## src/rtl/mdu_pkg.sv

```systemverilog
// Op and FSM encodings plus operand-signedness helpers shared by the mdu_iter slice.
package mdu_pkg;

    typedef enum logic [2:0] {
        OP_MUL    = 3'd0,
        OP_MULH   = 3'd1,
        OP_MULHSU = 3'd2,
        OP_MULHU  = 3'd3,
        OP_DIV    = 3'd4,
        OP_DIVU   = 3'd5,
        OP_REM    = 3'd6,
        OP_REMU   = 3'd7
    } mdu_op_e;

    typedef enum logic [1:0] {
        ST_IDLE = 2'd0,
        ST_BUSY = 2'd1,
        ST_DONE = 2'd2
    } mdu_state_e;

    function automatic logic is_div(input mdu_op_e op);
        return op[2];
    endfunction

    function automatic logic is_signed_a(input mdu_op_e op);
        return op inside {OP_MULH, OP_MULHSU, OP_DIV, OP_REM};
    endfunction

    function automatic logic is_signed_b(input mdu_op_e op);
        return op inside {OP_MULH, OP_DIV, OP_REM};
    endfunction

endpackage

```

## src/rtl/mdu_div_step.sv

```systemverilog
// One restoring-division step on magnitudes: shift in a dividend bit, trial-subtract, keep or restore.
module mdu_div_step #(
    parameter int XLEN = 32
) (
    input  logic [XLEN-1:0] rem_in,
    input  logic            bit_in,
    input  logic [XLEN-1:0] divisor,
    output logic [XLEN-1:0] rem_out,
    output logic            q_bit
);
    logic [XLEN:0] shifted;
    logic [XLEN:0] diff;

    // rem_in < divisor, so the top bit of diff is a clean borrow flag.
    assign shifted = {rem_in, bit_in};
    assign diff    = shifted - {1'b0, divisor};
    assign q_bit   = ~diff[XLEN];
    assign rem_out = q_bit ? diff[XLEN-1:0] : shifted[XLEN-1:0];

endmodule

```

## src/rtl/mdu_iter.sv

```systemverilog
// Single-request RV32M-style mul/div: XLEN BUSY cycles (1 for div-by-zero/overflow, and for multiplies
// under MDU_FAST_MUL_EN); result held in DONE until out_ready, in_ready low while busy or holding.
module mdu_iter
    import mdu_pkg::*;
#(
    parameter int XLEN  = 32,
    parameter int TAG_W = 4
) (
    input  logic             clk,
    input  logic             rst_n,
    input  logic             in_valid,
    output logic             in_ready,
    input  logic [2:0]       in_op,
    input  logic [XLEN-1:0]  in_a,
    input  logic [XLEN-1:0]  in_b,
    input  logic [TAG_W-1:0] in_tag,
    output logic             out_valid,
    input  logic             out_ready,
    output logic [XLEN-1:0]  out_y,
    output logic [TAG_W-1:0] out_tag,
    input  logic             kill
);
    localparam int               CNT_W     = $clog2(XLEN);
    localparam logic [CNT_W-1:0] LAST_STEP = CNT_W'(XLEN - 1);
    localparam logic [XLEN-1:0]  MOST_NEG  = {1'b1, {(XLEN-1){1'b0}}};

    mdu_state_e        state;
    mdu_op_e           cur_op;
    logic              neg_main;
    logic              neg_rem;
    logic              special;
    logic [CNT_W-1:0]  cnt;
    logic [2*XLEN-1:0] acc;
    logic [XLEN-1:0]   opb;
    logic [TAG_W-1:0]  tag;

    mdu_op_e         req_op;
    logic            req_sign_a;
    logic            req_sign_b;
    logic            div_zero;
    logic            div_ovf;
    logic [XLEN-1:0] mag_a;
    logic [XLEN-1:0] mag_b;
    logic [XLEN-1:0] special_y;

    always_comb begin
        req_op     = mdu_op_e'(in_op);
        req_sign_a = is_signed_a(req_op) & in_a[XLEN-1];
        req_sign_b = is_signed_b(req_op) & in_b[XLEN-1];
        mag_a      = req_sign_a ? -in_a : in_a;
        mag_b      = req_sign_b ? -in_b : in_b;
        div_zero   = is_div(req_op) && (in_b == '0);
        div_ovf    = is_div(req_op) && is_signed_a(req_op) && (in_a == MOST_NEG) && (in_b == '1);
        // in_op[1] separates REM/REMU from DIV/DIVU
        special_y  = in_op[1] ? in_a : '1;
        if (div_ovf) begin
            special_y = in_op[1] ? '0 : in_a;
        end
    end

    logic [XLEN-1:0] rem_next;
    logic            q_bit;

    mdu_div_step #(.XLEN(XLEN)) u_div_step (
        .rem_in  (acc[2*XLEN-1:XLEN]),
        .bit_in  (acc[XLEN-1]),
        .divisor (opb),
        .rem_out (rem_next),
        .q_bit   (q_bit)
    );

    // acc is {remainder, dividend->quotient} when dividing, {partial sum, multiplier} when multiplying.
    logic [XLEN:0]     mul_sum;
    logic [2*XLEN-1:0] div_next;
    logic [2*XLEN-1:0] mul_next;
    logic [2*XLEN-1:0] step_next;
    logic [2*XLEN-1:0] prod;
    logic [2*XLEN-1:0] prod_signed;
    logic [XLEN-1:0]   quo_fix;
    logic [XLEN-1:0]   rem_fix;
    logic [XLEN-1:0]   result;
    logic              last;

    always_comb begin
        div_next  = {rem_next, acc[XLEN-2:0], q_bit};
        mul_sum   = {1'b0, acc[2*XLEN-1:XLEN]} + (acc[0] ? {1'b0, opb} : '0);
        mul_next  = {mul_sum, acc[XLEN-1:1]};
        step_next = is_div(cur_op) ? div_next : mul_next;
`ifdef MDU_FAST_MUL_EN
        prod = {{XLEN{1'b0}}, acc[XLEN-1:0]} * {{XLEN{1'b0}}, opb};
        last = special || !is_div(cur_op) || (cnt == LAST_STEP);
`else
        prod = mul_next;
        last = special || (cnt == LAST_STEP);
`endif
        prod_signed = neg_main ? -prod : prod;
        quo_fix     = neg_main ? -div_next[XLEN-1:0] : div_next[XLEN-1:0];
        rem_fix     = neg_rem ? -div_next[2*XLEN-1:XLEN] : div_next[2*XLEN-1:XLEN];
        if (special) begin
            result = acc[XLEN-1:0];
        end else if (is_div(cur_op)) begin
            result = cur_op[1] ? rem_fix : quo_fix;
        end else if (cur_op == OP_MUL) begin
            result = prod_signed[XLEN-1:0];
        end else begin
            result = prod_signed[2*XLEN-1:XLEN];
        end
    end

    always_ff @(posedge clk) begin
        if (!rst_n) begin
            state    <= ST_IDLE;
            cur_op   <= OP_MUL;
            neg_main <= 1'b0;
            neg_rem  <= 1'b0;
            special  <= 1'b0;
            cnt      <= '0;
            acc      <= '0;
            opb      <= '0;
            tag      <= '0;
            out_y    <= '0;
            out_tag  <= '0;
        end else begin
            case (state)
                ST_IDLE: begin
                    if (in_valid) begin
                        cur_op   <= req_op;
                        neg_main <= req_sign_a ^ req_sign_b;
                        neg_rem  <= req_sign_a;
                        special  <= div_zero || div_ovf;
                        acc      <= {{XLEN{1'b0}}, (div_zero || div_ovf) ? special_y : mag_a};
                        opb      <= mag_b;
                        tag      <= in_tag;
                        cnt      <= '0;
                        state    <= ST_BUSY;
                    end
                end
                ST_BUSY: begin
                    if (kill) begin
                        state <= ST_IDLE;
                    end else begin
                        acc <= step_next;
                        cnt <= cnt + CNT_W'(1);
                        if (last) begin
                            out_y   <= result;
                            out_tag <= tag;
                            state   <= ST_DONE;
                        end
                    end
                end
                ST_DONE: begin
                    if (kill || out_ready) begin
                        state <= ST_IDLE;
                    end
                end
                default: state <= ST_IDLE;
            endcase
        end
    end

    assign in_ready  = (state == ST_IDLE);
    assign out_valid = (state == ST_DONE);

endmodule

```

## config.mk

```make
export PLATFORM = sky130hd
export DESIGN_NAME = mdu_iter
export DESIGN_NICKNAME = d
export VERILOG_FILES = /design/src/rtl/mdu_pkg.sv /design/src/rtl/mdu_div_step.sv /design/src/rtl/mdu_iter.sv
export SDC_FILE = /design/constraint.sdc
export NUM_CORES = 1
export LEC_CHECK = 0
export ABC_CLOCK_PERIOD_IN_PS = 10300
export CAP_MARGIN = 15
export CELL_PAD_IN_SITES_DETAIL_PLACEMENT = 0
export CELL_PAD_IN_SITES_GLOBAL_PLACEMENT = 1
export CORE_AREA = 5 5 184 204
export CTS_BUF_LIST = sky130_fd_sc_hd__clkbuf_4 sky130_fd_sc_hd__clkbuf_8
export CTS_CLUSTER_DIAMETER = 120
export DETAILED_ROUTE_END_ITERATION = 12
export DIE_AREA = 0 0 189 209
export PLACE_DENSITY_LB_ADDON = 0.3
export SETUP_SLACK_MARGIN = 0.3
export SLEW_MARGIN = 5
export SYNTH_ARGS = -nofsm -noshare
export SYNTH_HDL_FRONTEND = slang
export SYNTH_SLANG_ARGS = --single-unit
```

## constraint.sdc

```tcl
create_clock -name clk -period 10.3 [get_ports clk]
set_input_delay 2.06 -clock clk [delete_from_list [all_inputs] [get_ports clk]]
set_output_delay 2.06 -clock clk [all_outputs]
set_load 0.05 [all_outputs]
```

After elaboration in Yosys (flattened, before gate mapping) --
Cells that the tools add are included.
Word-level totals: bits in registers 149, input port bits 76, output and inout bits 38, logic and storage cells 81
Operators by class: $add $sub $neg 8, equality and inequality tests 13, muxes and demuxes 27, bitwise operators 5, reduce and logical (&&, ||, !) cells 17
Operators with widths (count):
- $mux 32 | 14
- $mux 64 | 4
- $neg 32->32 | 4
- $pmux 64 s2 | 1
- $eq 32x32->1 const B | 2
- $neg 64->64 | 1
- $add 32x32->33 | 1
- $sub 33x32->33 | 1
- $logic_not 32->1 | 1
- $mux 5 | 2
- $pmux 5 s2 | 1
- $reduce_and 3->1 | 3
- $mux 2 | 4
- $eq 3x3->1 const B | 2
- $pmux 2 s3 | 1
- $add 5x1->5 const B | 1
- $eq 5x5->1 const B | 1
- $logic_and 1x1->1 | 4
- $ne 2x2->1 const B | 2
- $reduce_bool 4->1 | 1
- $eq 3x1->1 const B | 1
- $eq 3x2->1 const B | 1
- $logic_not 3->1 | 1
- $logic_or 1x1->1 | 3
- other kinds (11) | 13

Depth between registers and ports, before layout --
Gate-level depths: netlist of the first run.
depth after elaboration 9, depth in mapped cells 25, gate-level depth less buffers 22

Modules after synthesis --
From an unflattened synthesis of the first run, not the netlist that was laid out.
Unflattened totals: cells, all modules 2297, area, all modules 16195.5 um^2
Modules (own cells, without submodules):
- mdu_iter | times used 1, cells an instance 1992, area each 13837.0 um^2, seq. area each 2982.9 um^2
- mdu_div_step | times used 1, cells an instance 305, area each 2358.5 um^2, seq. area each 0.0 um^2

Worst setup path before layout of the first run --
No wires, ideal clock.
path kind input to register, start point input in_b[6], end point register acc[10], setup time 122 ps, data arrival time 4899 ps, data required time 10178 ps, path slack 5279 ps, stages on the path 12, path buffers 2, cell sequence or4_1 > nor4b_1 > nor4b_1 > nor4b_1 > and2_1 > and2_1 > a21o_1 > clkbuf_1 > clkbuf_1 > nor2_1 > o21ai_0 > a21oi_1
On the way: word-level cells in the longest chain between the ends 6, elaborated cells on any way between the ends 9, those cells by class eq/ne: 1; mux: 4; reduce/logical: 4
RTL lines:
- start: declaration | line mdu_iter.sv:15 | input logic [XLEN-1:0] in_b,
- $eq 32x32->1 or $logic_not 32->1 (tied branches) | line mdu_iter.sv:53, mdu_iter.sv:52
- $logic_and 1x1->1, on equally long branches | line mdu_iter.sv:53, mdu_iter.sv:52
- $mux 32 or $logic_or 1x1->1 (tied branches) | line mdu_iter.sv:56, mdu_iter.sv:131
- $mux 32 * | line mdu_iter.sv:131 | acc <= {{XLEN{1'b0}}, (div_zero || div_ovf) ? special_y : mag_a};
- $mux 64 * | line mdu_iter.sv:126 | if (in_valid) begin
- $pmux 64 s2 * | line mdu_iter.sv:124 | case (state)
- end signal: assignment | line mdu_iter.sv:131
- end signal: assignment | line mdu_iter.sv:142 | acc <= step_next;
- end: declaration | line mdu_iter.sv:33 | logic [2*XLEN-1:0] acc;
Every way passes the cells marked *; elsewhere a longest branch is shown, timed or not. The select of a mux whose other input is x is not followed. A chain may end at the register's enable or synchronous reset.

Worst setup path in the final report of the first run --
start point register acc[31], end point register out_y[24]
On the way: word-level cells in the longest chain between the ends 7, elaborated cells on any way between the ends 13, those cells by class add/sub: 4; mux: 8; bitwise: 1
RTL lines:
- $sub 33x32->33 | line mdu_div_step.sv:16 | assign diff = shifted - {1'b0, divisor};
- $mux 32 or $not 1->1 (tied branches) | line mdu_div_step.sv:18, mdu_div_step.sv:17
- $neg 32->32, on equally long branches | line mdu_iter.sv:98, mdu_iter.sv:97
- $mux 32, on equally long branches | line mdu_iter.sv:98, mdu_iter.sv:97
- $mux 32 | line mdu_iter.sv:102 | result = cur_op[1] ? rem_fix : quo_fix;
- $mux 32 * | line mdu_iter.sv:101 | end else if (is_div(cur_op)) begin
- $mux 32 * | line mdu_iter.sv:99 | if (special) begin
- end signal: assignment | line mdu_iter.sv:145 | out_y <= result;
- end: declaration | line mdu_iter.sv:19 | output logic [XLEN-1:0] out_y,
Every way passes the cells marked *; elsewhere a longest branch is shown, timed or not.

==> results of run 1 <==
registers in the layout, summed over array words and instances, names as in the netlist:
name      flops
tag           4
cur_op        3
out_y        32
special       1
out_tag       4
acc          64
neg_rem       1
neg_main      1
state         2
cnt           5
opb          32
through the flow:
step                cells  instance area, um2  utilization (%)
floorplan            2433               17000                -
global placement     2840               18200             51.4
detailed placement   2840               18200             51.4
CTS                  2872               18700             52.5
global route         2872               18700             52.5
finish               2872               18700             52.5
cell type report:
cell class	instances	area (um2)	share of cell area, %
Tap cell	450	563	3.02
Timing Repair Buffer	143	1350	7.26
Clock inverter	14	160	0.858
Multi-Input combinational cell	2028	13100	70.1
Inverter	70	263	1.41
Sequential cell	149	2990	16.0
Clock buffer	18	248	1.33
worst min-delay path by stage:
stage            endpoint  slack, ps  cells after the start
2_1_floorplan     opb[31]        440                      2
3_5_place_dp   out_tag[1]        460                      2
6_report          opb[31]        480                      2
3_3_place_gp   out_tag[0]        450                      2
5_1_grt         cur_op[1]        500                      2
4_1_cts           opb[31]        480                      2
Yosys cell counts, drive strengths merged (7+ instances only):
| master | instances |
|---|---|
| o31ai | 42 |
| inv | 67 |
| a221oi | 10 |
| buf | 32 |
| ha | 72 |
| a21oi | 202 |
| o211a | 36 |
| nand2b | 20 |
| a31o | 7 |
| a2111oi | 9 |
| a22oi | 30 |
| o21bai | 7 |
| o41ai | 12 |
| nand4 | 33 |
| a21boi | 23 |
| dfxtp | 149 |
| xnor2 | 93 |
| or2 | 17 |
| nor2 | 200 |
| nand2 | 270 |
| clkbuf | 154 |
| mux2 | 23 |
| a31oi | 22 |
| o22ai | 10 |
| nand3b | 17 |
| xor2 | 78 |
| o221ai | 7 |
| mux2i | 49 |
| nor3 | 66 |
| or3 | 27 |
| nor4 | 28 |
| a21o | 29 |
| nor2b | 40 |
| o211ai | 33 |
| and2 | 25 |
| nand3 | 69 |
| a41oi | 7 |
| nor3b | 12 |
| or4 | 30 |
| a211oi | 30 |
| o21a | 11 |
| o21ai | 212 |
| a211o | 17 |
| and3 | 24 |
layer usage:
metal / vias up / GRT usage, %
met2: 870 / 51.2
met5: - / 0
met4: 0 / 17.9
met3: 166 / 3.86
li1: 8911 / -
met1: 8876 / 43.2
cell families after synthesis:
group           after synthesis  share of synthesized area, %
flops                       149                          17.5
xor+xnor                    171                          8.79
simple gates                895                          26.2
compound gates              815                          31.5
buf+inv                     256                          6.00
mux                          73                          4.53
fa+ha+maj                    74                          5.52
layout by cell type, fill, tap and decap left out, types with 30 or more instances in the layout:
master / count
o31ai_1: 41
nand2_1: 269
buf_4: 31
ha_1: 72
a21oi_1: 202
mux2i_1: 49
clkdlybuf4s50_1: 112
nor3_1: 62
o21ai_0: 197
o211a_1: 36
xor2_1: 78
nand3_1: 69
inv_1: 67
a22oi_1: 30
xnor2_1: 92
nor2_1: 196
dfxtp_1: 146
nand4_1: 32
o211ai_1: 33
nor2b_1: 39
worst max-delay path, cell delays in order (launching register included):
cell and delay (ps):
dfxtp_1 350, inv_1 100, ha_1 230, fa_1 450, nand2b_1 210, a21oi_1 290
o31ai_1 170, a21oi_1 240, a21oi_1 190, xnor2_2 170, buf_4 220, inv_1 160
buf_4 440, nor2_1 80, a21oi_1 250, ha_1 320, nand3_1 210, nor4_1 420
o221ai_1 340, o21ai_0 340, xnor2_1 180, a21oi_1 90, o21a_1 180
power by group through the flow:
| stage | logic, mW | registers, mW | clock network, mW |
|---|---|---|---|
| after floorplan | 0.543 | 0.640 | 0 |
| after global placement | 0.730 | 0.679 | 0 |
| after detailed placement | 0.733 | 0.680 | 0 |
| after CTS | 0.737 | 0.667 | 0.511 |
| after global routing | 0.815 | 0.674 | 0.532 |
| final | 0.754 | 0.668 | 0.505 |
==> results.toml, run 1 <==
[drt]
drt_first_iter_violations = 1818
antenna_left = 0
drt-pass1-iter-count = 6
remaining_drc_errors = 0
top_signal_layer_used = "met4"
detail_route.wl_per_cell_um = 23.1
met1Wirelength_um = 28300
route.vias.total = 18800
met2RoutedLength_um = 29500
detail_route.vias_per_cell = 6.55
wl_met3_um = 4440
finalWirelength_um = 66400

[place]
gp_congestion = 0.953
io_buffers = 113
detailedPlacementHpwl_um = 50200
post-place-ws_ps = 4150

[critical_path]
worst_ep_required_time_ps = 10720
timing.critical_path.fanout_max = 44
cp-start-kind = "flip-flop"
critical_path.startpoint = "acc[31]"
crit_path_end = "out_y[24]"
critical_path_arrival_ps = 6200
timing.setup.critical_path_class = "flip-flop to flip-flop"
worst-r2r-setup-slack_ps = 4520
ff2ff_path_depth = 22
r2r-end = "out_y[24]"
crit-reg2reg-launch = "acc[31]"
critPathCaptureType = "flip-flop"

[die]
fp.dieArea_um2 = 39500
fp.dieW_um = 189
row_count = 73
chipHeight_um = 209
initial_utilization_pct = 48.0
design.portCount = 114
core_area_um2 = 35500

[synthesis]
synth_flop_cell = "dfxtp_1"
synthDominantAreaCellType = "dfxtp_1"
ys_top_cells_by_area = "dfxtp_1, a21oi_1, nand2_1, o21ai_0, ha_1"
yosys.area.top_type_share_pct = 17.5
post_synth_num_cell_types = 90
yosys_warnings = 0
post_synth_inst_count = 2433
syn_nets = 2583
synth-seq-cells = 149
post_synth.cell_area_avg_um2 = 7.01
async_flop_share_pct = 0
synth-edff-count = 0
fraction_of_the_yosys_area_taken_by_sequential_cells_pct = 17.5
netlist_area_um2 = 17000

[cells_and_area]
num-fill-cells = 3585
layout-drive-gt1-share_pct = 5.74
area_growth_syn_to_layout_pct = 9.46
insertedDiodeCount = 0
nNetsFinal = 2559

[timing]
setup_tns_ps = 0
timing.hold.ws_ps = 475
final_period_minus_worst_setup_slack_ps = 5780
final_period_util_pct = 56.1
timing.clock.skew_ps = 23.0
grt_setup_unrepaired = "no"
upper_clock_frequency_limit_mhz = 173
slew_headroom_pct = 16.6
timing_hold_violations_final = 0
final_max_slew_viol_count = 0
timing.final.setup_violations = 0
setup_slack_ps = 4520
transition_time_at_the_pin_with_the_least_slew_margin_ps = 1220

[pwr]
pwr-share-comb_pct = 39.1
power.ir.vdd_worst_v = 0.0000787
pwr_density_cell_nw_per_um2 = 103
switching_share_pct = 43.2
pwr-share-clk_pct = 26.2
seqPwrFrac_pct = 34.7
power.static_leakage_nw = 7.21
int_power_mw = 1.09
post-layout-total-power_mw = 1.93
netSwitchingPower_mw = 0.833

[run_status]
status = "completed"

[clocking]
post_cts_resized = 0
tritoncts.num_buffers = 17
cts.sinks = 149
number_of_buffers_added_to_fix_hold_violations_after_cts = 0
number_of_buffers_inserted_to_repair_setup_after_cts = 0
clk_pin_slew_ps = 100
cts_tree = "built"
ctsLongestPathBuffers = 2
clock_insertion_delay_worst_skew_ps = 530
ctsRootBufferMaster = "clkbuf_8"
cts.htree.levels = 4

[global_route]
grt_pass1_wl_um = 103000
vias_in_the_first_global_route = 17700
grt_overflow = 0
grt_max_degree = 113
grt.total_usage_pct = 32.5
number_of_antenna_violations_at_the_first_check_in_global_routing = 0

[min_path]
min_from = "opb[31]"
hold_path_class = "flip-flop to flip-flop"

[job]
drv.max_cap_violation_count = 0
(Power assumes the default switching activity.)
==> inputs of run 2 (changes only) <==
- ABC_CLOCK_PERIOD_IN_PS: 10300 -> 5400
- CORE_AREA: 5 5 184 204 -> 5 5 190 210
- DIE_AREA: 0 0 189 209 -> 0 0 195 215
- clock period: 10.3 -> 5.4 ns (I/O delays scaled with it)
==> run 2 against run 1 <==
Compared with the run above: cell area increased by 3.4%; non-clock buffer count up 69; largest power group unchanged; critical path depth is 6 lower; count of clock-buffer cells in the layout increased by 1; first-iteration DRC count rose by 3.2%.
==> results.toml, run 2 (synthesized netlist as in run 1, its figures left out) <==
[min_path]
hold_path_class = "flip-flop to flip-flop"

[cells_and_area]
largestRegisters = "acc: 64 flops, opb: 32 flops, out_y: 32 flops"
num-fill-cells = 3843
layout-drive-gt1-share_pct = 8.59
insertedDiodeCount = 0
mostFrequentLayoutCell = "nand2_1"
top_register = "acc"
nNetsFinal = 2628
area_growth_syn_to_layout_pct = 13.2
layout_common_cells = "nand2_1, a21oi_1, o21ai_0"
largest_reg_flops = 64

[pwr]
power.ir.vdd_worst_v = 0.000182
pwr_density_cell_nw_per_um2 = 195
power.static_leakage_nw = 7.55
pwr-share-clk_pct = 26.0
netSwitchingPower_mw = 1.63
int_power_mw = 2.14
seqPwrFrac_pct = 33.7
switching_share_pct = 43.2
pwr-share-comb_pct = 40.3
post-layout-total-power_mw = 3.77

[clocking]
tritoncts.num_buffers = 17
cts_tree = "built"
cts.htree.levels = 4
ctsLongestPathBuffers = 2
number_of_buffers_added_to_fix_hold_violations_after_cts = 0
clk_pin_slew_ps = 100
clock_insertion_delay_worst_skew_ps = 550
cts.sinks = 149
ctsRootBufferMaster = "clkbuf_8"

[timing]
timing.clock.skew_ps = 36.1
timing_hold_violations_final = 0
final_period_minus_worst_setup_slack_ps = 4950
timing.final.setup_violations = 0
slew_headroom_pct = 24.4
final_period_util_pct = 91.6
upper_clock_frequency_limit_mhz = 202
final_max_slew_viol_count = 0
grt_setup_unrepaired = "yes"
transition_time_at_the_pin_with_the_least_slew_margin_ps = 1130
setup_tns_ps = 0

[critical_path]
timing.critical_path.slowest_stage_cell = "or4b_4"
timing.setup.critical_path_class = "flip-flop to flip-flop"
critPathCaptureType = "flip-flop"
timing.critical_path.fanout_max = 27
cp-start-kind = "flip-flop"
worst_ep_required_time_ps = 5830
critical_path.max_stage_delay_ps = 630
critical_path_arrival_ps = 5370
critical_path.cell_chain = "clkinv_2 > buf_4 > nor2_1 > ha_1 > and2_1 > a211oi_1 > or2_1 > nand3_1 > a31oi_1 > xnor2_1 > or4b_4 > o41ai_1 > xor2_1 > a221oi_1 > buf_4 > nor2_1"
worst-r2r-setup-slack_ps = 450

[die]
initial_utilization_pct = 45.2
design.portCount = 114
fp.dieArea_um2 = 41900
row_count = 75
fp.dieW_um = 195
core_area_um2 = 37700
chipHeight_um = 215

[drt]
finalWirelength_um = 69800
route.vias.total = 19200
detail_route.wl_per_cell_um = 23.4
detail_route.vias_per_cell = 6.40
drt_first_iter_violations = 1877
drt-pass1-iter-count = 6
remaining_drc_errors = 0
antenna_left = 0

[place]
io_buffers = 113
detailedPlacementHpwl_um = 53500
gp_congestion = 0.942

[global_route]
number_of_antenna_violations_at_the_first_check_in_global_routing = 2
grt_max_degree = 75
grt_overflow = 0
grt.total_usage_pct = 32.2
vias_in_the_first_global_route = 18200
grt_pass1_wl_um = 108000

[job]
drv.max_cap_violation_count = 0

[run_status]
status = "completed"
==> run 2: cell type report <==
class                      count  area (um2)  area share [%]
timing repair buffer         212        1880            9.77
sequential                   149        2990            15.5
tap                          500         626            3.24
inverter                      70         264            1.37
clock inverter                13         153           0.791
clock buffer                  19         262            1.36
multi-input combinational   2028       13100            68.0
==> run 2: path summary, 6_finish.rpt <==
kind,start,to,depth (start not counted)
setup reg to reg,acc[0],out_y[21],16
hold reg to reg,tag[0],out_tag[0],2
setup / recovery,acc[0],out_y[21],16
hold / removal,tag[0],out_tag[0],2
==> run 2: timing repair <==
item | CTS | global route
setup buffers | 0 | 1
pin swaps | 0 | 1
resized for setup | 1 | 6
gates cloned | 0 | 0
endpoints found under the setup margin | 1 | 11
==> run 2: worst max-delay path: cells and delay by family, from the launching register on <==
family | cells | cell delay, ps
flops | 1 | 490
xor+xnor | 2 | 340
compound gates | 4 | 1350
buf+inv | 3 | 670
fa+ha+maj | 1 | 410
simple gates | 6 | 1570
==> run 2: layer usage <==
metal  share of wire [%]  track usage, %  vias to the layer above
li1                    -               -                     9047
met1                  43            43.4                     9101
met2                  45            50.5                      858
met3                 6.5            3.99                      142
met4                 5.2            16.2                        2
met5               0.024               0                        -
==> run 2: power by group through the flow <==
| stage | sequential (mW) | combinational (mW) | clock [mW] |
|---|---|---|---|
| finish | 1.27 | 1.52 | 0.979 |
| global route | 1.28 | 1.64 | 1.02 |
| CTS | 1.27 | 1.48 | 0.992 |
| detailed placement | 1.29 | 1.47 | 0 |
| global placement | 1.29 | 1.46 | 0 |
| floorplan | 1.22 | 1.04 | 0 |
==> run 2: through the flow <==
| step | hold slack, ps | utilization [%] | area [um2] | instances | setup WS (ps) |
|---|---|---|---|---|---|
| after floorplan | 441 | - | 17000 | 2433 | 519 |
| after detailed placement | 461 | 49.9 | 18800 | 2958 | 230 |
| after CTS | 476 | 51.0 | 19200 | 2990 | 422 |
| after global placement | 449 | 49.9 | 18800 | 2958 | 286 |
| final | 477 | 51.1 | 19300 | 2991 | 452 |
| after global routing | 495 | 51.1 | 19300 | 2991 | 209 |
==> inputs of run 3 (changes only) <==
- GPL_ROUTABILITY_DRIVEN: unset -> 0
==> run 3 against run 2 <==
Compared with the run above: register-to-register slack gained 30 ps; clock power shrank 6.6%; hold slack lost 2.0 ps; wire length shrank 3.4%; maximum frequency grew 0.67%; cell area shrank 0.79%; via count grew 0.26%; critical endpoint is now out_y[27].
==> results.toml, run 3 (synthesized netlist as in run 1, its figures left out) <==
[run_status]
status = "completed"

[critical_path]
timing.critical_path.fanout_max = 27
critical_path.cell_chain = "clkinv_2 > buf_4 > nor2_1 > ha_1 > a21o_1 > a211oi_1 > or2_1 > nand3_1 > a31oi_1 > xnor2_1 > or4b_4 > nor4_4 > buf_4 > a21oi_1 > xor2_1 > a221oi_2 > nor2_1"
worst_ep_required_time_ps = 5810
critical_path.top_delay_family = "simple AND/OR/NAND/NOR gates"
critical_path.max_stage_delay_ps = 620
timing.critical_path.slowest_stage_cell = "or4b_4"
critical_path_arrival_ps = 5330
critPathCaptureType = "flip-flop"
cp-start-kind = "flip-flop"
worstPathBufferInverterCount = 3
timing.setup.critical_path_class = "flip-flop to flip-flop"

[die]
chipHeight_um = 215
initial_utilization_pct = 45.2
fp.dieW_um = 195
core_area_um2 = 37700
row_count = 75
fp.dieArea_um2 = 41900
design.portCount = 114

[timing]
timing_hold_violations_final = 0
grt_setup_unrepaired = "no"
timing.final.setup_violations = 0
upper_clock_frequency_limit_mhz = 203
setup_slack_ps = 485
timing.clock.skew_ps = 20.5
transition_time_at_the_pin_with_the_least_slew_margin_ps = 890
final_period_util_pct = 91.0
slew_headroom_pct = 40.2
setup_tns_ps = 0
final_period_minus_worst_setup_slack_ps = 4920
final_max_slew_viol_count = 0

[clocking]
cts.sinks = 149
cts.htree.levels = 4
number_of_buffers_added_to_fix_hold_violations_after_cts = 0
clk_pin_slew_ps = 100
cts_tree = "built"
ctsLongestPathBuffers = 2
tritoncts.num_buffers = 17
clock_insertion_delay_worst_skew_ps = 540
ctsRootBufferMaster = "clkbuf_8"

[cells_and_area]
largestRegisters = "acc: 64 flops, opb: 32 flops, out_y: 32 flops"
mostFrequentLayoutCell = "nand2_1"
finish.cell_count_without_fillers = 2974
layout.core_utilization_pct = 50.7
nNetsFinal = 2610
layout_common_cells = "nand2_1, a21oi_1, o21ai_0"
layout-drive-gt1-share_pct = 8.05
top_register = "acc"
area_growth_syn_to_layout_pct = 12.3
largest_reg_flops = 64

[global_route]
vias_in_the_first_global_route = 18100
grt_pass1_wl_um = 104000
grt.total_usage_pct = 30.9
number_of_antenna_violations_at_the_first_check_in_global_routing = 1
grt_max_degree = 75
grt_overflow = 0

[drt]
finalWirelength_um = 67500
route.vias.total = 19200
remaining_drc_errors = 0
drt-pass1-iter-count = 6
detail_route.vias_per_cell = 6.46
detail_route.wl_per_cell_um = 22.7
drt_first_iter_violations = 1907
antenna_left = 0

[pwr]
pwr_density_cell_nw_per_um2 = 191
power.static_leakage_nw = 7.46
power.ir.vdd_worst_v = 0.000185

[place]
post-place-ws_ps = 164
detailedPlacementHpwl_um = 51700
placed_cells = 2936
io_buffers = 113

[min_path]
hold_path_class = "flip-flop to flip-flop"

[job]
drv.max_cap_violation_count = 0
-- run 3: tightest hold or removal path, delay by kind of cell (launching register included) --
kind,cells,cell delay (ps)
AO/OA/AOI/OAI,1,60
AND/OR/NAND/NOR,1,50
flip-flops,1,320
-- run 3: layer usage --
metal	global-route usage (%)	part of all wire [%]	vias up
met5	0	0.019	-
met4	15.8	5.7	2
met3	4.35	7.2	172
met2	49.1	45	916
met1	40.8	42	9102
li1	-	-	9007
-- run 3: path summary, 6_finish.rpt --
kind / startpoint / endpoint / slack (ps) / cells after the start
max: acc[0] / out_y[27] / 480 / 17
min: tag[1] / out_tag[1] / 470 / 2
max reg2reg: acc[0] / out_y[27] / 480 / 17
min reg2reg: tag[1] / out_tag[1] / 470 / 2
-- run 3: power by group --
part / switching (mW) / leakage (nW) / internal [mW] / total [mW]
Clock: 0.567 / 0.196 / 0.347 / 0.914
Sequential: 0.105 / 1.22 / 1.16 / 1.26
Combinational: 0.931 / 6.04 / 0.557 / 1.49
-- run 3: through the flow --
stage / power [mW] / cell area [um2] / hold WS (ps)
2_1_floorplan: 2.26 / 17000 / 441
4_1_cts: 3.64 / 19100 / 478
3_5_place_dp: 2.73 / 18700 / 463
5_1_grt: 3.85 / 19100 / 502
6_report: 3.66 / 19100 / 475
3_3_place_gp: 2.72 / 18700 / 450
-- run 3: layout make-up --
| type | count | area (um2) |
|---|---|---|
| fillers | 3766 | 18600 |
| multi-input cells | 2028 | 13100 |
| flip-flops and latches | 149 | 2990 |
| repair buffers | 194 | 1750 |
| well taps | 500 | 626 |
| inverters | 70 | 264 |
| clock buffers | 17 | 234 |
| clock inverters | 15 | 153 |
| diodes | 1 | 2.50 |
-- run 3: repair_timing --
| action | in CTS | in global routing |
|---|---|---|
| setup buffers | 0 | 5 |
| pin swaps | 0 | 3 |
| gates cloned | 0 | 0 |
| endpoints found under the setup margin | 10 | 13 |
| resized for setup | 2 | 8 |
| endpoints found under the hold margin | 0 | 0 |
==> RTL change 1: new RTL, settings of run 2 <==
Change the parameter `TAG_W` from 4 to 3.
--- a/src/rtl/mdu_iter.sv
+++ b/src/rtl/mdu_iter.sv
@@ -6,3 +6,3 @@
     parameter int XLEN  = 32,
-    parameter int TAG_W = 4
+    parameter int TAG_W = 3
 ) (
Ports: changed (resized in_tag and out_tag); port bits go from 114 to 112. No check against the original RTL was run, so the function may have changed too.
==> RTL change 1 against run 2 <==
  * Wire length is 8.8% higher
  * Sequential cell count is 2 lower
  * Setup slack better by 0.030 ns
  * Critical path depth is 1 lower
  * Clock skew is 0.019 ns lower
  * Cell area is 2.2% higher
  * First-iteration DRC count is 8.2% higher
  * Utilization is 1.1 points higher
  * Total power is 2.8% higher
  * Synthesized area is 0.40% lower
  * Non-clock buffer count is 77 higher
  * Die area stayed put
  * Critical endpoint is now out_y[19]$_SDFFE_PN0P_
  * Largest cell class unchanged
==> RTL change 1: results (changes against run 2) <==
status finished, final reports clean (unchanged); Critical R2R Launch acc[0]$_SDFFE_PN0P_ (unchanged); critical path's slowest cell or4_1 (was or4b_4); vias in the first global route 18700 (was 18200); Endpoint, Worst Hold out_tag[2]$_SDFFE_PN0P_ (was out_tag[0]$_SDFFE_PN0P_); Worst setup SP type register (unchanged); Slew HR 34.0% (was 24.4%); register area share after synthesis 17.3% (was 17.5%); post-layout net count 2709 (was 2628); HPWL after DPL 59100 µm (was 53500 µm); global placement routability congestion 0.984 (was 0.942); layout cell share with drive strength beyond 1 12.1% (was 8.59%); Resize count post-CTS 0 (was 1); Clock Skew 0.0175 ns (was 0.0361 ns); Worst Path Arrival 5.37 ns (about the same); fin. max-slew vios 0 (unchanged); clock slew at reported path FFs 0.09 ns; met2 routed WL 33100 µm (was 31400 µm); Async SR Flop Fraction 0% (unchanged); syn nets 2599 (was 2583); Reg2Reg Setup Slack 0.48 ns (was 0.45 ns); final hold slack 0.458 ns (was 0.477 ns); met3 Usage GRT 5.83% (was 3.99%); clk root buf clkbuf_8 (unchanged); fillcell total 3826 (was 3843); metal3 WL 6030 µm (was 4510 µm); Total GRT Usage 34.6% (was 32.2%); Worst R2R End out_y[19]$_SDFFE_PN0P_ (was out_y[21]$_SDFFE_PN0P_); GR Layer Usage met2 53.3% (was 50.5%); CP Max Fanout 7 (was 27); first-pass GRT wire length 115000 µm (was 108000 µm); drt via density 6.46 (was 6.40); initial DRC count 2031 (was 1877); clock latency on the worst-skew pair 0.53 ns (was 0.55 ns); Synth cell types 96 (was 90); met1 WL 31800 µm (was 30300 µm); leakage power 7.67 nW (was 7.55 nW); HP Class reg2reg (unchanged); crit end category register (unchanged); syn avg cell area 6.93 µm² (was 7.01 µm²); Highest Signal Layer met5 (unchanged); number of CTS-inserted buffers 17 (unchanged); met1 usage 45.6% (was 43.4%); drt total wl 76000 µm (was 69800 µm); largest registers acc: 64 flops, opb: 32 flops, out_y: 32 flops (unchanged); hold wc startpoint tag[2]$_SDFFE_PN0P_ (was tag[0]$_SDFFE_PN0P_); peak supply drop 0.000228 V (was 0.000182 V); initial antenna violation count 1 (was 2); most instantiated cells after synthesis nor2_1 (256), nand2_1 (241), a21oi_1 (225), o21ai_0 (163), clkbuf_1 (151) (was nand2_1 (269), a21oi_1 (202), nor2_1 (199), o21ai_0 (197), clkbuf_1 (154)); dominant cells by area after synthesis dfxtp_1 (17%), a21oi_1 (6.6%), nor2_1 (5.7%), nand2_1 (5.3%), ha_1 (5.3%) (was dfxtp_1 (18%), a21oi_1 (5.9%), nand2_1 (5.9%), o21ai_0 (5.8%), ha_1 (5.3%)); ANT cells 0 (unchanged); Max stage delay on crit path 0.62 ns; Port Buffers 111 (was 113); Hold Crit Depth 2 (unchanged); Worst Reg-to-Reg Cells 15 (was 16); final std cells w/o fill 3073 (was 2991); Inst Count DP 3040 (was 2958)
==> RTL change 1: cell types whose count changed after synthesis, sizes merged, moves of 11 or more <==
cell / run 2 / this run
nor2: 200 / 258
a21oi: 202 / 229
nand2: 270 / 242
nor3: 66 / 82
o211a: 36 / 9
a211oi: 30 / 59
nor2b: 40 / 11
a21boi: 23 / 6
a311oi: 6 / 17
o211ai: 33 / 47
or3: 27 / 38
buf: 32 / 47
and2: 25 / 12
==> RTL change 1: cell type report <==
class | instances | area [µm²] | share of cell area, %
Clock inverter | 12 | 120 | 0.609
Timing Repair Buffer | 289 | 2440 | 12.4
Tap cell | 500 | 626 | 3.17
Sequential cell | 147 | 2950 | 14.9
Clock buffer | 20 | 269 | 1.36
Inverter | 70 | 264 | 1.34
Multi-Input combinational cell | 2035 | 13100 | 66.2
==> RTL change 1: cells by family (layout without fill, tap and decap cells) <==
logic type      count (synthesis)  in the layout  synth area share, %
buf+inv                       268            391                 6.37
mux                            63             63                 4.02
fa+ha+maj                      74             74                 5.54
simple gates                  887            887                 25.6
compound gates                835            835                 32.0
flops                         147            147                 17.3
xor+xnor                      176            176                 9.08
==> RTL change 1: through the flow <==
stage	utilization, %	worst slack (ns)	instance area [µm²]
4_1_cts	52.1	0.315	19700
6_report	52.3	0.482	19700
3_5_place_dp	51.1	0.144	19300
3_3_place_gp	51.1	0.184	19300
2_1_floorplan	-	0.317	17000
5_1_grt	52.3	0.322	19700
==> RTL change 1: report_power, final <==
part | leakage, nW | internal (W) | total [W] | switching [W]
Combinational | 6.28 | 0.000631 | 0.00174 | 0.00111
Clock | 0.195 | 0.000401 | 0.000923 | 0.000522
Sequential | 1.20 | 0.00114 | 0.00121 | 0.0000683
==> RTL change 2: new RTL, flow settings as in run 2 <==
Made on the original files. Encoding of `mdu_state_e`: now one-hot (3 bits for 3 states).
--- a/src/rtl/mdu_pkg.sv
+++ b/src/rtl/mdu_pkg.sv
@@ -14,6 +14,6 @@
 
-    typedef enum logic [1:0] {
-        ST_IDLE = 2'd0,
-        ST_BUSY = 2'd1,
-        ST_DONE = 2'd2
+    typedef enum logic [2:0] {
+        ST_IDLE = 3'b001,
+        ST_BUSY = 3'b010,
+        ST_DONE = 3'b100
     } mdu_state_e;
Function: same outputs for any inputs over 4 cycles, from zero or initial values and one cycle with rst_n low; so few cycles prove little.
==> RTL change 2 against run 2 <==
  * Sequential cell count is 1 higher
  * Synthesized area decreased by 0.90%
  * Setup slack improved by 0.059 ns
  * Cell area up 1.1%
  * Wire length up 3.7%
  * Total power shrank 5.5%
  * Clock power decreased by 4.4%
  * Via count grew 2.5%
  * Largest power group unchanged
==> RTL change 2: results (changes against run 2) <==
status finished, final reports clean (unchanged); Main synth FF type dfxtp_1 (unchanged); Port Buffers 113 (unchanged); HP Class reg2reg (unchanged); layout cell share with drive strength beyond 1 9.97% (was 8.59%); CP Capture Point out_y[30]$_SDFFE_PN0P_ (was out_y[21]$_SDFFE_PN0P_); critical path's slowest cell or4b_2 (was or4b_4); Resize count post-CTS 3 (was 1); CP Max Fanout 5 (was 27); Total GRT Usage 32.7% (was 32.2%); Worst Path Arrival 5.28 ns (was 5.37 ns); first-pass GRT wire length 109000 µm (was 108000 µm); Worst Reg-to-Reg Cells 19 (was 16); Yosys Warn Count 0 (unchanged); gr ovfl total 0 (unchanged); vias in the first global route 18200 (about the same); H-tree Lvls 4 (unchanged); syn nets 2615 (was 2583); Wirelength per Cell 23.9 µm (was 23.4 µm); Async SR Flop Fraction 0% (unchanged); Cell Area, Placed 0.0188 mm² (about the same); leakage power 7.17 nW (was 7.55 nW); DRT Pass-1 Iters 5 (was 6); drt via density 6.48 (was 6.40); initial antenna violation count 0 (was 2); most instantiated cells after synthesis nor2_1 (281), nand2_1 (267), a21oi_1 (233), clkbuf_1 (168), o21ai_0 (163) (was nand2_1 (269), a21oi_1 (202), nor2_1 (199), o21ai_0 (197), clkbuf_1 (154)); met3 Usage GRT 3.87% (was 3.99%); Slew HR 28.1% (was 24.4%); global placement routability congestion 1.01 (was 0.942); Critical R2R Launch opb[11]$_SDFFE_PN0P_ (was acc[0]$_SDFFE_PN0P_); Clock Skew 0.0127 ns (was 0.0361 ns); clock slew at reported path FFs 0.10 ns (about the same); Max stage delay on crit path 0.61 ns (was 0.63 ns); peak supply drop 0.000127 V (was 0.000182 V); clock latency on the worst-skew pair 0.52 ns (was 0.55 ns); GR Layer Usage met2 54.3% (was 50.5%); post-layout net count 2664 (was 2628); CTS max path bufs 2 (unchanged); HPWL after DPL 56200 µm (was 53500 µm); largest registers acc: 64 flops, opb: 32 flops, out_y: 32 flops (unchanged); dominant cells by area after synthesis dfxtp_1 (18%), a21oi_1 (6.9%), nor2_1 (6.2%), nand2_1 (5.9%), ha_1 (5.3%) (was dfxtp_1 (18%), a21oi_1 (5.9%), nand2_1 (5.9%), o21ai_0 (5.8%), ha_1 (5.3%)); Reg2Reg Setup Slack 0.51 ns (was 0.45 ns); register area share after synthesis 17.8% (was 17.5%); Critical path origin opb[11]$_SDFFE_PN0P_ (was acc[0]$_SDFFE_PN0P_); Setup Fix Bufs, Post-CTS 0 (unchanged); met1 usage 42.1% (was 43.4%); largest net degree at the start of global routing 74 (was 75); initial DRC count 1787 (was 1877)
[RTL change 2: changes by cell type after synthesis, sizes merged, moves of 17 or more]
cell	change
a211oi	+57
a21oi	+31
a22oi	-17
mux2	-19
nand3	-21
nor2	+82
nor2b	-32
nor3	-18
o211a	-29
o21ai	-22
or3	+27
[RTL change 2: layout make-up]
cell class / count / area (µm²)
clock buffer: 18 / 248
multi-input combinational: 2056 / 13300
inverter: 71 / 269
sequential: 150 / 3030
antenna: 1 / 2.50
clock inverter: 14 / 154
fill: 3779 / 18200
tap: 500 / 626
timing repair buffer: 218 / 1920
[RTL change 2: where the power goes]
group          total (W)  internal [W]  switching [W]  leakage [nW]
combinational    0.00139      0.000503       0.000882          5.74
clock           0.000936      0.000361       0.000576         0.201
sequential       0.00124       0.00116      0.0000814          1.23
[RTL change 2: metrics by stage]
step / setup slack, ns / power, W / hold WS [ns] / std cells / utilization [%]
2_1_floorplan: 0.304 / 0.00212 / 0.432 / 2465 / -
3_3_place_gp: 0.186 / 0.00258 / 0.440 / 2990 / 49.8
3_5_place_dp: 0.112 / 0.00258 / 0.448 / 2990 / 49.8
4_1_cts: 0.302 / 0.00352 / 0.463 / 3022 / 50.9
5_1_grt: 0.290 / 0.00372 / 0.488 / 3027 / 51.7
6_report: 0.511 / 0.00356 / 0.460 / 3028 / 51.7
[RTL change 2: worst min path at each step]
stage | startpoint | to | slack (ns) | depth (start not counted)
floorplan | opb[31]$_SDFFE_PN0P_ | opb[31]$_SDFFE_PN0P_ | 0.43 | 2
global placement | out_y[5]$_SDFFE_PN0P_ | out_y[5]$_SDFFE_PN0P_ | 0.44 | 2
detailed placement | out_y[5]$_SDFFE_PN0P_ | out_y[5]$_SDFFE_PN0P_ | 0.45 | 2
CTS | out_y[5]$_SDFFE_PN0P_ | out_y[5]$_SDFFE_PN0P_ | 0.46 | 2
global route | tag[0]$_SDFFE_PN0P_ | tag[0]$_SDFFE_PN0P_ | 0.49 | 2
finish | out_y[5]$_SDFFE_PN0P_ | out_y[5]$_SDFFE_PN0P_ | 0.46 | 2
[RTL change 2: kinds of logic after synthesis]
kind of cell    Yosys count  synth area share [%]
buf+inv                 259                  5.84
fa+ha+maj                74                  5.57
compound gates          837                  32.0
flops                   150                  17.8
simple gates            897                  25.2
xor+xnor                177                  9.18
mux                      71                  4.46
[RTL change 2: worst max-delay path: cells and delay by family, from the launching register on]
kind	cells	cell delay (ns)
AO/OA/AOI/OAI	10	2.19
AND/OR/NAND/NOR	4	1.11
adder cells (fa/ha/maj)	2	0.53
buffers and inverters	2	0.40
flip-flops	1	0.35
XOR/XNOR	1	0.15
[RTL change 2: routing by layer]
metal	share of wire, %	wire length (µm)
met2	46	33600
met3	6.9	4990
met1	41	29700
met5	0	0
met4	5.6	4080
